<file path="config.mk">
export PLATFORM = sky130hd
export DESIGN_NAME = muldiv_unit
export DESIGN_NICKNAME = d
export VERILOG_FILES = /design/src/rtl/muldiv_unit.sv
export SDC_FILE = /design/constraint.sdc
export NUM_CORES = 1
export LEC_CHECK = 0
export ABC_CLOCK_PERIOD_IN_PS = 4950
export BUFFER_PORTS_ARGS = -buffer_cell sky130_fd_sc_hd__buf_4
export CAP_MARGIN = 10
export CELL_PAD_IN_SITES_DETAIL_PLACEMENT = 1
export CELL_PAD_IN_SITES_GLOBAL_PLACEMENT = 2
export CORE_AREA = 2 2 238 263
export CTS_CLUSTER_DIAMETER = 120
export CTS_CLUSTER_SIZE = 28
export DETAILED_ROUTE_END_ITERATION = 6
export DIE_AREA = 0 0 240 265
export PLACE_DENSITY_LB_ADDON = 0.2
export SYNTH_ARGS = -nofsm -noshare
export SYNTH_HDL_FRONTEND = slang
export SYNTH_SLANG_ARGS = --single-unit
</file>
<file path="constraint.sdc">
create_clock -name clk -period 4.95 [get_ports clk]
set_clock_uncertainty 0.05 [all_clocks]
set_input_delay 0.99 -clock clk [delete_from_list [all_inputs] [get_ports clk]]
set_output_delay 0.99 -clock clk [all_outputs]
set_load 0.02 [all_outputs]
</file>
<file path="src/rtl/muldiv_unit.sv">
// Iterative RV32M multiply/divide engine: one shift-add or restoring-subtract step per cycle,
// followed by a single sign-correction cycle. Valid/ready handshake on both sides.
module muldiv_unit #(
    parameter int unsigned XLEN = 32
) (
    input  logic            clk,
    input  logic            rst_n,
    input  logic            flush,
    input  logic            in_valid,
    output logic            in_ready,
    input  logic [4:0]      ALUOp,
    input  logic [XLEN-1:0] OperandA,
    input  logic [XLEN-1:0] OperandB,
    output logic            out_valid,
    input  logic            out_ready,
    output logic [XLEN-1:0] Result,
    output logic            busy
);

    localparam logic [4:0] OpMul    = 5'd16;
    localparam logic [4:0] OpMulh   = 5'd17;
    localparam logic [4:0] OpMulhsu = 5'd18;
    localparam logic [4:0] OpMulhu  = 5'd19;
    localparam logic [4:0] OpDiv    = 5'd20;
    localparam logic [4:0] OpDivu   = 5'd21;
    localparam logic [4:0] OpRem    = 5'd22;
    localparam logic [4:0] OpRemu   = 5'd23;

    localparam int unsigned CW = $clog2(XLEN);
    localparam logic [CW-1:0] CntLast = CW'(XLEN - 1);
    localparam logic [XLEN-1:0] MinNeg = {1'b1, {(XLEN-1){1'b0}}};

    typedef enum logic [1:0] {StIdle, StCalc, StFix, StDone} state_e;

    state_e              state_q;
    logic [CW-1:0]       cnt_q;
    logic [4:0]          op_q;
    logic [2*XLEN-1:0]   acc_q;
    logic [XLEN-1:0]     opb_q;
    logic                neg_q;
    logic                rem_neg_q;

    // Input-side decode
    logic            is_m, is_div, is_rem, a_signed, b_signed, a_neg, b_neg;
    logic            special;
    logic [XLEN-1:0] a_mag, b_mag, special_res;

    always_comb begin
        is_m     = 1'b0;
        a_signed = 1'b0;
        b_signed = 1'b0;
        case (ALUOp)
            OpMul, OpMulhu, OpDivu, OpRemu: is_m = 1'b1;
            OpMulh, OpDiv, OpRem: begin
                is_m     = 1'b1;
                a_signed = 1'b1;
                b_signed = 1'b1;
            end
            OpMulhsu: begin
                is_m     = 1'b1;
                a_signed = 1'b1;
            end
            default: is_m = 1'b0;
        endcase
        is_div = (ALUOp == OpDiv) || (ALUOp == OpDivu) || (ALUOp == OpRem) || (ALUOp == OpRemu);
        is_rem = (ALUOp == OpRem) || (ALUOp == OpRemu);
        a_neg  = a_signed & OperandA[XLEN-1];
        b_neg  = b_signed & OperandB[XLEN-1];
        a_mag  = a_neg ? -OperandA : OperandA;
        b_mag  = b_neg ? -OperandB : OperandB;

        special     = 1'b0;
        special_res = '0;
        if (is_div && (OperandB == '0)) begin
            special     = 1'b1;
            special_res = is_rem ? OperandA : '1;
        end else if (((ALUOp == OpDiv) || (ALUOp == OpRem)) && (OperandA == MinNeg)
                     && (OperandB == '1)) begin
            special     = 1'b1;
            special_res = is_rem ? '0 : MinNeg;
        end
    end

    // Iteration step and final sign correction
    logic              op_is_div;
    logic [XLEN:0]     mul_sum, div_tmp, div_sub;
    logic              div_ge;
    logic [2*XLEN-1:0] mul_next, div_next, prod;
    logic [XLEN-1:0]   quo, rem, fix_res;

    always_comb begin
        op_is_div = (op_q == OpDiv) || (op_q == OpDivu) || (op_q == OpRem) || (op_q == OpRemu);

        // Multiply: hi half accumulates, lo half holds the multiplier shifting out LSB-first
        mul_sum  = {1'b0, acc_q[2*XLEN-1:XLEN]} + (acc_q[0] ? {1'b0, opb_q} : '0);
        mul_next = {mul_sum, acc_q[XLEN-1:1]};

        // Divide: hi half is the partial remainder, lo half shifts dividend out / quotient in
        div_tmp  = {acc_q[2*XLEN-1:XLEN], acc_q[XLEN-1]};
        div_ge   = div_tmp >= {1'b0, opb_q};
        div_sub  = div_tmp - {1'b0, opb_q};
        div_next = {(div_ge ? div_sub[XLEN-1:0] : div_tmp[XLEN-1:0]), acc_q[XLEN-2:0], div_ge};

        prod = neg_q ? -acc_q : acc_q;
        quo  = neg_q ? -acc_q[XLEN-1:0] : acc_q[XLEN-1:0];
        rem  = rem_neg_q ? -acc_q[2*XLEN-1:XLEN] : acc_q[2*XLEN-1:XLEN];

        case (op_q)
            OpMul:                    fix_res = prod[XLEN-1:0];
            OpMulh, OpMulhsu, OpMulhu: fix_res = prod[2*XLEN-1:XLEN];
            OpDiv, OpDivu:            fix_res = quo;
            default:                  fix_res = rem;
        endcase
    end

    always_ff @(posedge clk or negedge rst_n) begin
        if (!rst_n) begin
            state_q   <= StIdle;
            cnt_q     <= '0;
            op_q      <= '0;
            acc_q     <= '0;
            opb_q     <= '0;
            neg_q     <= 1'b0;
            rem_neg_q <= 1'b0;
            out_valid <= 1'b0;
            Result    <= '0;
        end else if (flush) begin
            state_q   <= StIdle;
            cnt_q     <= '0;
            out_valid <= 1'b0;
        end else begin
            case (state_q)
                StIdle: begin
                    if (in_valid && is_m) begin
                        op_q      <= ALUOp;
                        neg_q     <= a_neg ^ b_neg;
                        rem_neg_q <= a_neg;
                        cnt_q     <= '0;
                        if (special) begin
                            Result    <= special_res;
                            out_valid <= 1'b1;
                            state_q   <= StDone;
                        end else begin
                            acc_q   <= {{XLEN{1'b0}}, (is_div ? a_mag : b_mag)};
                            opb_q   <= is_div ? b_mag : a_mag;
                            state_q <= StCalc;
                        end
                    end
                end
                StCalc: begin
                    acc_q <= op_is_div ? div_next : mul_next;
                    cnt_q <= cnt_q + CW'(1);
                    if (cnt_q == CntLast) begin
                        state_q <= StFix;
                    end
                end
                StFix: begin
                    Result    <= fix_res;
                    out_valid <= 1'b1;
                    state_q   <= StDone;
                end
                default: begin
                    if (out_ready) begin
                        out_valid <= 1'b0;
                        state_q   <= StIdle;
                    end
                end
            endcase
        end
    end

    assign in_ready = (state_q == StIdle);
    assign busy     = (state_q != StIdle);

endmodule
</file>
==> results of run 1 <==
worst register-to-register path, stage by stage (launching register included):
cell	delay [ps]
dfrtp_1	570
inv_1	170
ha_1	260
nor3b_1	290
nand3_1	280
or3_1	490
or4b_2	680
or3_1	360
o21ai_0	200
xor2_1	160
o21ai_0	90
a21oi_1	420
o21ai_1	110
worst max path at each step:
| stage | from | to | slack, ps | depth (start not counted) |
|---|---|---|---|---|
| after global placement | OperandA[0] | Result[9]$_DFFE_PN0P_ | 370 | 12 |
| after global routing | acc_q[32]$_DFFE_PN0P_ | Result[16]$_DFFE_PN0P_ | 430 | 12 |
| final | acc_q[32]$_DFFE_PN0P_ | Result[16]$_DFFE_PN0P_ | 690 | 12 |
| after detailed placement | OperandA[0] | Result[4]$_DFFE_PN0P_ | 290 | 12 |
| after CTS | acc_q[32]$_DFFE_PN0P_ | Result[16]$_DFFE_PN0P_ | 660 | 12 |
| after floorplan | OperandA[0] | Result[19]$_DFFE_PN0P_ | 920 | 10 |
report_power, final:
part	switching, mW	internal, mW	total [mW]	leakage, nW
Combinational	4.47	2.64	7.10	5.31
Clock	0.653	0.719	1.37	0.284
Sequential	0.714	1.61	2.32	1.83
registers in the layout, summed over array words and instances (netlist names):
signal     count
rem_neg_q      1
neg_q          1
op_q           5
state_q        2
acc_q         64
out_valid      1
opb_q         32
Result        32
cnt_q          5
synthesized netlist by cell type (37+ instances only):
master | n | area (um2)
xor2_1 | 72 | 631
xnor2_1 | 117 | 1020
o21ai_0 | 225 | 1130
nand2_1 | 296 | 1110
ha_1 | 75 | 938
nor2_1 | 218 | 818
clkbuf_1 | 115 | 432
a211oi_1 | 46 | 345
inv_1 | 70 | 263
a21oi_1 | 164 | 821
o31ai_1 | 37 | 278
dfrtp_1 | 143 | 3580
cells by family after synthesis:
| kind of cell | count (synthesis) |
|---|---|
| multiplexers | 42 |
| AND/OR/NAND/NOR | 733 |
| buffers and inverters | 210 |
| XOR/XNOR | 189 |
| adder cells (fa/ha/maj) | 77 |
| flip-flops | 143 |
| AO/OA/AOI/OAI | 690 |
per-stage QoR:
stage	instances	setup slack, ps
floorplan	2084	923
global placement	2938	367
detailed placement	2938	292
CTS	2970	664
global route	2970	430
finish	2970	688
area by class of cell:
cell class              count  area share (%)
repair buffers            169            7.54
multi-input cells        1731            61.2
clock inverters            15            1.02
well taps                 824            5.88
clock buffers              17            2.43
flip-flops and latches    143            20.4
inverters                  71            1.52
metal layers:
layer	global-route usage (%)	vias to the layer above
met5	0	-
met4	5.54	0
met3	1.51	48
met2	36.6	242
met1	28.7	7715
li1	-	7545
==> impl_results.md, run 1 <==
* Clock slew at reported path FFs at approximately 70 ps
* Pwr Total at about 11 mW
* RSZ-0062 raised after global routing: no
* CTS resizes at 0
* First-pass GRT wire length at 103000 um
* Reg-to-Reg End: Result[16]$_DFFE_PN0P_
* Post-Syn Instances at between 2000 and 2500
* Sequential cell area at about 3600 um2
* # IOs at between 100 and 150
* Post-Syn Nets at approximately 2200
* Crit-path cells: inv_1, ha_1, nor3b_1, nand3_1, or3_1, or4b_2, or3_1, o21ai_0, xor2_1, o21ai_0, a21oi_1, o21ai_1
* CP required at approximately 5200 ps
* Commonest non-fill, non-tap cell in the layout: nand2_1
* Reg2reg path depth at 12
* Routed WL at 67400 um
* Worst path max stage delay at 680 ps
* Largest family of logic cells by synthesized area: compound AO/OA/AOI/OAI gates
* Post-Layout Inst Area at 17500 um2
* Final Slew Violations at 0
* Final setup violation count at 0
* Synth Area in Compound Gates at 28.5%
* Most frequent cells in the layout: nand2_1, o21ai_0, nor2_1
* H-Tree Level Count at 4
* Register area share after synthesis at 23.7%
* Number of library cell types mapped by synthesis at 76
* Vias in the first global route at ~16000
* Fillers at between 7000 and 8000
* R2R Path Start: acc_q[32]$_DFFE_PN0P_
* Met2 WL at roughly 33000 um
* Fin nets at roughly 2300
* Vias at 15600
* Initial antenna violation count at 0
* Multiplexer share of the synthesized area at between 2 and 3%
* Peak supply drop at roughly 210 uV
* Footprint of the multi-input gates at around 11000 um2
* Worst Hold Margin at about 430 ps
* R2R setup slack at approximately 690 ps
* Final Hold Fails at 0
* Post-Synth Simple-Gate Area at approximately 22%
* Wire length per cell at between 20 and 25 um
* Site Rows at 95
* Largest net degree at the start of global routing at 93
* Worst path slowest cell: or4b_2
* Leading register cell type out of synthesis: dfrtp_1
* Syn_area_per_cell at between 7 and 8 um2
* Met1 wire length at 31900 um
* Hold path endpoint: Result[20]$_DFFE_PN0P_
* FFs w/ async S/R, synth at 100%
* Flops & latches, synth at about 140
* Worst hold path type: register to register
* Initial Utilization at between 20% and 30%
* Rel. slew slack at roughly a third
* Final Util at 28.8%
* # hold bufs at CTS at 0
* CP delay by family, top: simple AND/OR/NAND/NOR gates
* Highest metal used: met4
* HP Start: Result[20]$_DFFE_PN0P_
* Setup Buffers After CTS at 0
* Max Freq at between 200 and 250 MHz
* Clk_lat worst skew at around 460 ps
* Setup_tns at 0 ps
* Power Density at around 620 nW/um2
* Die area at between 60000 and 70000 um2
* Synth warn at 0
* Final ANT Viol Nets at 0
* Drt pass-1 iters at 5
* Worst Setup End Kind: register
* Synth Area in Adders at between 6 and 7%
* CTS Buffer Depth at 2
* Max Cap Viol at 0
* WP data arrival at 4550 ps
* Post-route DRC at 0
* Placed instance area at 16900 um2
* Hpwl dp at 53800 um
* TritonCTS clock tree: built
* DRT iter0 DRCs at 817
* Critical path fanouts, max at 11
* Die Wd at around 240 um
* Period utilisation layout at about 86%
* Cts bufs inserted at 17
* Port bufs at 108
* Crit path buf inv count at 1
* Gr ovfl total at 0
* Gr usage total at 21.3%
* Setup crit start kind: register
* Crit Path Class: register to register
* Cell area after synthesis at between 15000 and 20000 um2
* Status: finished, final reports clean
* Area grow syn2layout at 16.1%
* Post-synth EDFFs at 0
* Leakage at about 7.4 nW
* Sinks on Clock Net at between 100 and 150
* Antenna cells at 0
* Share of cells above drive strength 1 at between 10% and 20%
* Core footprint at 60900 um2
* Post-Synth XOR/XNOR Area at 11.0%
* Worst slew pin tran at about 980 ps
* CTS Root Cell: clkbuf_16
* Routed vias/inst at approximately 5.2
* Met3 wire len at about 1500 um
* Die Ht at 265 um
* Tmin final at about 4300 ps
* RD Place Congestion at approximately 0.85
* Hold Path Depth at 1
(Power assumes the default switching activity.)
==> inputs of run 2 (changes only) <==
--- a/config.mk
+++ b/config.mk
@@ -10,11 +10,11 @@
 export CAP_MARGIN = 10
 export CELL_PAD_IN_SITES_DETAIL_PLACEMENT = 1
 export CELL_PAD_IN_SITES_GLOBAL_PLACEMENT = 2
-export CORE_AREA = 2 2 238 263
+export CORE_AREA = 2 2 249 251
 export CTS_CLUSTER_DIAMETER = 120
 export CTS_CLUSTER_SIZE = 28
 export DETAILED_ROUTE_END_ITERATION = 6
-export DIE_AREA = 0 0 240 265
+export DIE_AREA = 0 0 251 253
 export PLACE_DENSITY_LB_ADDON = 0.2
 export SYNTH_ARGS = -nofsm -noshare
 export SYNTH_HDL_FRONTEND = slang
==> impl_results.md, run 2 (synthesis results as in run 1) <==
* Post-Layout Cell Count at 2938 (was 2970)
* Most frequent cells in the layout: nand2_1, o21ai_0, nor2_1 (unchanged)
* Die Wd at 251 um (was 240 um)
* Final Hold Fails at 0 (unchanged)
* Commonest non-fill, non-tap cell in the layout: nand2_1 (unchanged)
* HP Start: opb_q[6]$_DFFE_PN0P_ (was Result[20]$_DFFE_PN0P_)
* R2R Path Start: acc_q[0]$_DFFE_PN0P_ (was acc_q[32]$_DFFE_PN0P_)
* Crit Path Class: register to register (unchanged)
* # IOs at 109 (unchanged)
* Initial Utilization at 24.7% (was 24.8%)
* Crit-path cells: inv_1, nor2_1, ha_1, a211o_1, a2111oi_0, buf_4, or4_1, a21oi_1, o21ai_0, a21oi_1, o21ai_0, nand2b_1, xor2_1, a221o_1 (was inv_1, ha_1, nor3b_1, nand3_1, or3_1, or4b_2, or3_1, o21ai_0, xor2_1, o21ai_0, a21oi_1, o21ai_1)
* CTS Buffer Depth at 2 (unchanged)
* TritonCTS clock tree: built (unchanged)
* Hpwl dp at 57400 um (was 53800 um)
* Placed Cells incl. Taps at 2905 (was 2938)
* Gr ovfl total at 0 (unchanged)
* Largest net degree at the start of global routing at 98 (was 93)
* Max Cap Viol at 0 (unchanged)
* CP required at 5270 ps (was 5240 ps)
* Post-route DRC at 0 (unchanged)
* Worst path max stage delay at 560 ps (was 680 ps)
* WP data arrival at 4740 ps (was 4550 ps)
* Drt pass-1 iters at 5 (unchanged)
* R2R setup slack at 520 ps (was 690 ps)
* Gr usage total at 22.5% (was 21.3%)
* Rel. slew slack at 37.1% (was 34.8%)
* Share of cells above drive strength 1 at 11.6% (was 11.5%)
* Sinks on Clock Net at 143 (unchanged)
* Final Slew Violations at 0 (unchanged)
* Initial antenna violation count at 3 (was 0)
* Area grow syn2layout at 15.5% (was 16.1%)
* Leakage at 7.43 nW (was 7.42 nW)
* Met2 WL at 33400 um (was 32700 um)
* RD Place Congestion at 0.910 (was 0.852)
* Biggest register: acc_q (unchanged)
* Largest regs: acc_q: 64 flops, Result: 32 flops, opb_q: 32 flops (unchanged)
* Max Freq at 226 MHz (was 235 MHz)
* Final ANT Viol Nets at 0 (unchanged)
* RSZ-0062 raised after global routing: no (unchanged)
* Crit path buf inv count at 2 (was 1)
* Peak supply drop at 223 uV (was 208 uV)
* Fin nets at 2285 (was 2284)
* Period utilisation layout at 89.4% (was 86.1%)
* Worst hold path type: register to register (unchanged)
* Routed WL at 71000 um (was 67400 um)
* Tmin final at 4430 ps (was 4260 ps)
* Met1 wire length at 34200 um (was 31900 um)
* Vias at 15700 (was 15600)
* Critical path fanouts, max at 14 (was 11)
* Vias in the first global route at 16300 (was 15900)
* Setup Buffers After CTS at 0 (unchanged)
* Port bufs at 108 (unchanged)
* Setup crit start kind: register (unchanged)
* Setup_tns at 0 ps (unchanged)
* Worst path slowest cell: o21ai_0 (was or4b_2)
* Site Rows at 91 (was 95)
* Status: finished, final reports clean (unchanged)
* Die Ht at 253 um (was 265 um)
* Worst Setup End Kind: register (unchanged)
* H-Tree Level Count at 4 (unchanged)
* Met3 wire len at 2040 um (was 1480 um)
* Cts bufs inserted at 17 (unchanged)
* CP delay by family, top: compound AO/OA/AOI/OAI gates (was simple AND/OR/NAND/NOR gates)
* Worst slew pin tran at 944 ps (was 978 ps)
* Routed vias/inst at 5.35 (was 5.24)
* CP startpoint: acc_q[0]$_DFFE_PN0P_ (was acc_q[32]$_DFFE_PN0P_)
* Final setup violation count at 0 (unchanged)
* Wire length per cell at 24.2 um (was 22.7 um)
* Power Density at 621 nW/um2 (was 616 nW/um2)
* CTS resizes at 0 (unchanged)
* Clock slew at reported path FFs at 70 ps (about the same)
* First-pass GRT wire length at 107000 um (was 103000 um)
* Core footprint at 61000 um2 (was 60900 um2)
* # hold bufs at CTS at 0 (unchanged)
* DRT iter0 DRCs at 1110 (was 817)
* Highest metal used: met4 (unchanged)
* Clk_lat worst skew at 480 ps (was 460 ps)
* Pwr Total at 10.8 mW (about the same)
* Die area at 63500 um2 (was 63600 um2)
* CTS Root Cell: clkbuf_16 (unchanged)
* Max reg flops at 64 (unchanged)
run 2: cell types whose count changed in the layout (fill, tap and decap cells not counted):
cell / before / now
buf_12: 4 / 5
bufinv_16: 1 / 0
clkbuf_8: 0 / 1
clkinv_2: 0 / 5
clkinv_4: 3 / 1
clkinv_8: 3 / 0
clkinvlp_4: 3 / 2
diode_2: 0 / 1
inv_6: 2 / 5
inv_8: 3 / 1
run 2: layout make-up:
class / instances / area, um2
multi-input combinational: 1731 / 10700
tap: 790 / 988
inverter: 71 / 267
antenna: 1 / 2.50
timing repair buffer: 170 / 1340
clock inverter: 14 / 104
sequential: 143 / 3580
clock buffer: 18 / 439
fill: 7501 / 43600
run 2: power breakdown:
group | switching [mW] | internal (mW)
Sequential | 0.582 | 1.61
Combinational | 4.74 | 2.64
Clock | 0.596 | 0.658
Total | 5.92 | 4.91
run 2: final timing paths:
check	endpoint	depth (start not counted)
worst min register to register	opb_q[6]$_DFFE_PN0P_	2
worst min-delay path	opb_q[6]$_DFFE_PN0P_	2
worst max-delay path	acc_q[58]$_DFFE_PN0P_	14
worst max register to register	acc_q[58]$_DFFE_PN0P_	14
min in group asynchronous	opb_q[28]$_DFFE_PN0P_	1
max in group asynchronous	neg_q$_DFFE_PN0P_	2
run 2: worst register-to-register path: cells and delay by family (launching register included):
kind,cells,cell delay (ps)
compound gates,7,2360
xor+xnor,1,170
buf+inv,2,610
fa+ha+maj,1,260
simple gates,3,390
flops,1,470
run 2: through the flow:
stage	utilization [%]	setup WS [ps]	area (um2)	hold WS, ps
3_3_place_gp	27.7	420	16900	411
3_5_place_dp	27.7	377	16900	423
4_1_cts	28.6	551	17400	438
6_report	28.6	523	17400	431
2_1_floorplan	-	923	15100	400
5_1_grt	28.6	180	17400	465
run 2: per-layer routing:
metal / up-vias / global-route usage, %
met5: - / 0
li1: 7562 / -
met3: 49 / 2.77
met2: 229 / 37.7
met4: 0 / 5.29
met1: 7888 / 30.8
